[src/rtl/gomoku_pkg.sv]
// Shared button definitions: count, index constants and the packed button vector type.
package gomoku_pkg;

  localparam int unsigned NUM_BTNS = 5;

  localparam int unsigned BTN_UP     = 0;
  localparam int unsigned BTN_DOWN   = 1;
  localparam int unsigned BTN_LEFT   = 2;
  localparam int unsigned BTN_RIGHT  = 3;
  localparam int unsigned BTN_CENTER = 4;

  typedef logic [NUM_BTNS-1:0] btn_vec_t;

endpackage

[src/rtl/debounce_bit.sv]
// One button lane: 2-flop synchronizer, stability counter, debounced level and press pulse.
module debounce_bit #(
  parameter int unsigned DEBOUNCE_CYCLES = 1000000
) (
  input  logic clk,
  input  logic rst_n,
  input  logic raw_i,
  output logic level_o,
  output logic press_o,
  output logic level_next_c
);

  localparam int unsigned CW = (DEBOUNCE_CYCLES > 1) ? $clog2(DEBOUNCE_CYCLES) : 1;
  localparam logic [CW-1:0] CNT_MAX = CW'(DEBOUNCE_CYCLES - 1);

  logic          sync1_q, sync2_q;
  logic          lvl_q, lvl_d;
  logic          press_q, press_d;
  logic [CW-1:0] cnt_q, cnt_d;

  // Level flips only after sync2 disagrees with it for DEBOUNCE_CYCLES cycles in a row.
  always_comb begin
    lvl_d   = lvl_q;
    cnt_d   = cnt_q;
    press_d = 1'b0;
    if (sync2_q == lvl_q) begin
      cnt_d = '0;
    end else if (cnt_q == CNT_MAX) begin
      lvl_d   = sync2_q;
      cnt_d   = '0;
      press_d = sync2_q;
    end else begin
      cnt_d = cnt_q + CW'(1);
    end
  end

  always_ff @(posedge clk) begin
    if (!rst_n) begin
      sync1_q <= 1'b0;
      sync2_q <= 1'b0;
      lvl_q   <= 1'b0;
      cnt_q   <= '0;
      press_q <= 1'b0;
    end else begin
      sync1_q <= raw_i;
      sync2_q <= sync1_q;
      lvl_q   <= lvl_d;
      cnt_q   <= cnt_d;
      press_q <= press_d;
    end
  end

  assign level_o      = lvl_q;
  assign press_o      = press_q;
  assign level_next_c = lvl_d;

endmodule

[src/rtl/button_conditioner.sv]
// Debounces five raw buttons into levels and one-cycle press pulses.
// Define BUTTON_AUTOREPEAT_EN to add hold-to-repeat on the four direction buttons.
module button_conditioner
  import gomoku_pkg::*;
#(
  parameter int unsigned DEBOUNCE_CYCLES = 1000000,
  parameter int unsigned REPEAT_DELAY    = 50000000,
  parameter int unsigned REPEAT_PERIOD   = 10000000
) (
  input  logic     clk,
  input  logic     rst_n,
  input  btn_vec_t btn_raw,
  output logic     up,
  output logic     down,
  output logic     left,
  output logic     right,
  output logic     center,
  output btn_vec_t btn_level
);

  btn_vec_t press;
  btn_vec_t level_next;
  btn_vec_t rep;
  btn_vec_t pulse;

  for (genvar i = 0; i < NUM_BTNS; i++) begin : g_btn
    debounce_bit #(
      .DEBOUNCE_CYCLES(DEBOUNCE_CYCLES)
    ) u_debounce (
      .clk         (clk),
      .rst_n       (rst_n),
      .raw_i       (btn_raw[i]),
      .level_o     (btn_level[i]),
      .press_o     (press[i]),
      .level_next_c(level_next[i])
    );
  end

`ifdef BUTTON_AUTOREPEAT_EN
  localparam int unsigned RPT_MAX = (REPEAT_DELAY > REPEAT_PERIOD) ? REPEAT_DELAY : REPEAT_PERIOD;
  localparam int unsigned RW      = (RPT_MAX > 1) ? $clog2(RPT_MAX) : 1;

  for (genvar i = 0; i < NUM_BTNS; i++) begin : g_rpt
    if (i != BTN_CENTER) begin : g_dir
      logic [RW-1:0] cnt_q, cnt_d;
      logic          periodic_q, periodic_d;
      logic          rep_q, rep_d;
      logic [RW-1:0] lim;

      assign lim = periodic_q ? RW'(REPEAT_PERIOD - 1) : RW'(REPEAT_DELAY - 1);

      // Counts cycles since the last pulse while held; a pulse due in the release cycle is dropped.
      always_comb begin
        cnt_d      = cnt_q;
        periodic_d = periodic_q;
        rep_d      = 1'b0;
        if (!btn_level[i]) begin
          cnt_d      = '0;
          periodic_d = 1'b0;
        end else if (cnt_q == lim) begin
          cnt_d      = '0;
          periodic_d = 1'b1;
          rep_d      = level_next[i];
        end else begin
          cnt_d = cnt_q + RW'(1);
        end
      end

      always_ff @(posedge clk) begin
        if (!rst_n) begin
          cnt_q      <= '0;
          periodic_q <= 1'b0;
          rep_q      <= 1'b0;
        end else begin
          cnt_q      <= cnt_d;
          periodic_q <= periodic_d;
          rep_q      <= rep_d;
        end
      end

      assign rep[i] = rep_q;
    end else begin : g_ctr
      assign rep[i] = 1'b0;
    end
  end

  logic unused_ok;
  assign unused_ok = level_next[BTN_CENTER];
`else
  logic unused_ok;
  assign unused_ok = ^{level_next, 32'(REPEAT_DELAY), 32'(REPEAT_PERIOD)};
  assign rep       = '0;
`endif

  assign pulse  = press | rep;
  assign up     = pulse[BTN_UP];
  assign down   = pulse[BTN_DOWN];
  assign left   = pulse[BTN_LEFT];
  assign right  = pulse[BTN_RIGHT];
  assign center = pulse[BTN_CENTER];

endmodule

[config.mk]
export PLATFORM = sky130hd
export DESIGN_NAME = button_conditioner
export DESIGN_NICKNAME = d
export VERILOG_FILES = /design/src/rtl/gomoku_pkg.sv /design/src/rtl/debounce_bit.sv /design/src/rtl/button_conditioner.sv
export SDC_FILE = /design/constraint.sdc
export NUM_CORES = 1
export LEC_CHECK = 0
export CELL_PAD_IN_SITES_DETAIL_PLACEMENT = 2
export CELL_PAD_IN_SITES_GLOBAL_PLACEMENT = 2
export CORE_MARGIN = 5
export CORE_UTILIZATION = 43
export CTS_CLUSTER_DIAMETER = 120
export DETAILED_ROUTE_END_ITERATION = 12
export PLACE_DENSITY_LB_ADDON = 0.1
export SYNTH_ARGS = -nofsm -noshare
export SYNTH_HDL_FRONTEND = slang
export SYNTH_HIERARCHICAL = 1
export SYNTH_SLANG_ARGS = --single-unit
[constraint.sdc]
create_clock -name clk -period 2.82 [get_ports clk]
set_input_delay 0.564 -clock clk [delete_from_list [all_inputs] [get_ports clk]]
set_output_delay 0.564 -clock clk [all_outputs]
set_load 0.01 [all_outputs]
# Yosys cells after proc, flatten, opt, wreduce, memory -nomap -nowiden
# Index checks and enable logic that the tools add are counted.
[word_totals] ff_bits=120 inputBits=7 out_inout_bits=10 wordCells=66
[op_classes] n_addsub=5 eq_ne=10 bitwise_logic=11 n_reduce_logical=15
[op_table] cell="adder 20 x 1 -> 20 bit, second input constant" n=5
[op_table] cell="equality test 20 bit, second input constant" n=5
[op_table] cell="OR reduction 3 bit" n=10
[op_table] cell="inverter 1 bit" n=11
[op_table] cell="AND reduction 2 bit" n=5
[op_table] cell="equality test 1 bit" n=5

# Logic depth before layout (Yosys ltp)
[logic_depth] word_depth=3 depth_mapped=7 ltp_nobuf=5

# Modules after synthesis
# The synthesis kept the hierarchy.
[modules_own_cells] mod="debounce_bit" instances=5 cells_each=119 area_each_um2=1157.4 seq_area_each_um2=480.5

# Least setup slack after synthesis
# OpenSTA, ideal clock, no wires.
[synth_path] path_type="register -> register" startpoint="register g_btn[0].u_debounce.cnt_q[0]" endpoint="register g_btn[0].u_debounce.cnt_q[10]" setup_time_ns=0.115 t_arrival_ns=1.461 path_slack_ns=1.244 stages_incl_launch_ff=8 synth_period_minus_slack_ns=1.576 path_cell_list="dfxtp_1 > ha_1 > nand3_4 > or2_1 > buf_6 > o21ai_4 > buf_6 > nor2_1"
[synth_via] elab_chain_len=2 elab_cells_between_ends=3
[synth_rtl] element="start: declaration" line="debounce_bit.sv:19" source="logic [CW-1:0] cnt_q, cnt_d;"
[synth_rtl] element="start signal: assignment" line="debounce_bit.sv:48" source="cnt_q <= cnt_d;"
[synth_rtl] element="parallel branches: the longest is 2 deep, another holds adder 20 x 1 -> 20 bit"
# Several ways; the timed one is not identified.
# A chain may end at the register's enable or synchronous reset.

# Worst setup path in the final report
[layout_path] startpoint="input port rst_n" endpoint="register g_btn[0].u_debounce.cnt_q[17]"
[layout_via] elab_chain_len=2
[layout_rtl] element="start: declaration" line="button_conditioner.sv:11" source="input logic rst_n,"
[layout_rtl] element="inverter 1 bit (no source line)"
[layout_rtl] element="OR reduction 3 bit (no source line)"
# No other way between the ends.

==> key figures <==
Route
  – Wire per inst: 18.2 um
  – TritonRoute pass-1 iters: 4
  – Antenna viol nets, final: 0
  – Wire length on met1: 6270 um
  – Vias after detailed routing: 4339
  – DR WL met2: 7940 um
  – Top sig layer: met4
  – Iteration-0 DRC Markers: 194
  – Metal3 WL: 284 um
  – DRC viols: 0
  – Total Wirelength: 14700 um
  – Via density: 5.40

STA
  – Fin crit period: 2.07 ns
  – Achievable frequency: 0.484 GHz
  – Measured slew at the worst slew-check pin: 0.655 ns
  – Final Hold Violating Endpoints: 0
  – Slew Limit Fails: 0
  – Total negative slack: 0 ns
  – Count of final setup violators: 0
  – Final worst-path cycle share: 73.3%
  – Max-Slew Margin vs Limit: 56.2%
  – Unrepaired setup endpoints after global routing: false
  – Setup Skew: 0.00661 ns

Die
  – Die Footprint: 15700 sq um
  – Die Y: 125 um
  – Num rows: 42
  – Ports: 17
  – Initial Utilization: 43.6%
  – Die width: 125 um
  – Core area: 13100 sq um

Clock network
  – Clk sink count: 120
  – Post-CTS sizing: 0
  – Clock buffer depth: 2
  – H-tree levels: 4
  – Clk slew on worst S/H paths: 0.05 ns
  – Hold-fix buffers at CTS: 0
  – Clk Latency, worst-skew pair: 0.42 ns
  – CTS buffer count: 17
  – Post-CTS repair timing setup buffer count: 0
  – Clk root buf: clkbuf_16
  – CTS tree: yes

GRT
  – First-pass GRT wire length: 25600 um
  – Total Routing Usage GR: 20.1%
  – Initial antenna violation count: 0
  – Vias in the first global route: 5015
  – Largest net degree at the start of global routing: 21
  – Grt ovf: 0

Placed design
  – Port bufs: 16
  – Routability congestion estimate: 0.759
  – Post-DP HPWL: 9680 um

Critical path
  – Worst Path Required: 3.13 ns
  – Setup crit end: g_btn[0].u_debounce/cnt_q[17]$_SDFF_PP0_
  – Worst Path Arrival: 2.37 ns
  – Crit Path Max Fanout: 20
  – R2R setup slack: 0.86 ns
  – Critical R2R Capture: g_btn[4].u_debounce/cnt_q[6]$_SDFF_PP0_
  – Crit Path Class: primary input to flip-flop
  – Crit start category: primary input
  – Worst-case reg-to-reg path depth: 5
  – Worst R2R Start: g_btn[4].u_debounce/cnt_q[0]$_SDFF_PP0_
  – Worst setup startpoint: rst_n
  – Worst setup EP type: flip-flop

Power and ir drop
  – PwrDens: 580 nW/um^2
  – P_leak: 2.11 nW
  – IR drop worst, VDD: 0.000398 V

Yosys
  – Cells after Synth: 590
  – Mean Syn Cell Area: 9.71 sq um
  – Post-synthesis cell area: 5730 sq um
  – Yosys Warn Count: 6
  – Post-synth net total: 602

Finish
  – Layout cells sized above 1: 13.1%
  – # diodes: 0
  – Area Growth Syn to Fin: 14.7%
  – # nets final: 629
  – Final core utilization: 50.0%

Run
  – Max-Cap Viols: 0

Min path
  – Min-Delay Path Class: flip-flop to flip-flop

Outcome
  – Status: complete, no violations
==> power breakdown <==
group	internal [mW]	total [mW]	switching, mW
Clock	1.34	2.06	0.718
Combinational	0.0181	0.0421	0.0240
Sequential	1.71	1.71	0.00599
Total	3.07	3.81	0.748
==> per-layer routing <==
| metal | up-vias | global-route usage (%) |
|---|---|---|
| li1 | 2109 | - |
| met1 | 2187 | 22.4 |
| met2 | 30 | 36.7 |
| met3 | 13 | 5.29 |
| met4 | 0 | 6.95 |
| met5 | - | 0 |
==> flip-flops by register name (all words and copies together), names as in the netlist <==
| signal | count |
|---|---|
| g_btn.u_debounce/cnt_q | 100 |
| g_btn.u_debounce/sync1_q | 5 |
| g_btn.u_debounce/press_o | 5 |
| g_btn.u_debounce/sync2_q | 5 |
| g_btn.u_debounce/level_o | 5 |
==> area by class of cell <==
type | instances | area (sq um)
fill | 1385 | 6560
multi-input combinational | 440 | 3140
sequential | 120 | 2400
clock buffer | 28 | 527
tap | 176 | 220
timing repair buffer | 18 | 175
inverter | 20 | 75.1
clock inverter | 2 | 35.0
==> how the worst min path moves through the flow <==
stage / slack [ns] / depth (start not counted) / to / from
6_report: 0.43 / 1 / g_btn[3].u_debounce/sync2_q$_SDFF_PN0_ / g_btn[3].u_debounce/sync1_q$_SDFF_PN0_
5_1_grt: 0.45 / 1 / g_btn[3].u_debounce/sync2_q$_SDFF_PN0_ / g_btn[3].u_debounce/sync1_q$_SDFF_PN0_
4_1_cts: 0.43 / 1 / g_btn[3].u_debounce/sync2_q$_SDFF_PN0_ / g_btn[3].u_debounce/sync1_q$_SDFF_PN0_
3_5_place_dp: 0.42 / 1 / g_btn[3].u_debounce/sync2_q$_SDFF_PN0_ / g_btn[3].u_debounce/sync1_q$_SDFF_PN0_
3_3_place_gp: 0.42 / 1 / g_btn[0].u_debounce/sync2_q$_SDFF_PN0_ / g_btn[0].u_debounce/sync1_q$_SDFF_PN0_
2_1_floorplan: 0.41 / 1 / g_btn[0].u_debounce/sync2_q$_SDFF_PN0_ / g_btn[0].u_debounce/sync1_q$_SDFF_PN0_
==> worst max-delay path, stage by stage <==
cell and delay, ns:
clkdlybuf4s50_1 0.89, and2_0 0.44, o221ai_1 0.20, a211oi_1 0.27
==> layout by cell type (no fill, tap or decap), types with 15 or more instances in the layout <==
cell,count
nand2_1,45
dfxtp_1,120
clkdlybuf4s50_1,16
and2_1,20
nand3_1,20
o221ai_1,15
inv_1,20
nor3_1,25
xnor2_1,65
clkbuf_16,17
nor2_1,105
nor4_1,15
==> per-stage QoR <==
stage / cells / total power, mW / hold WS (ns) / cell area, sq um / setup WS [ns]
2_1_floorplan: 590 / 1.77 / 0.412 / 5730 / 1.24
3_3_place_gp: 774 / 1.79 / 0.418 / 6010 / 0.514
3_5_place_dp: 774 / 1.79 / 0.422 / 6010 / 0.352
4_1_cts: 804 / 3.88 / 0.435 / 6580 / 0.778
5_1_grt: 804 / 3.96 / 0.449 / 6580 / 0.679
6_report: 804 / 3.81 / 0.430 / 6580 / 0.753
Note: power is estimated with default switching activity, not from simulation.
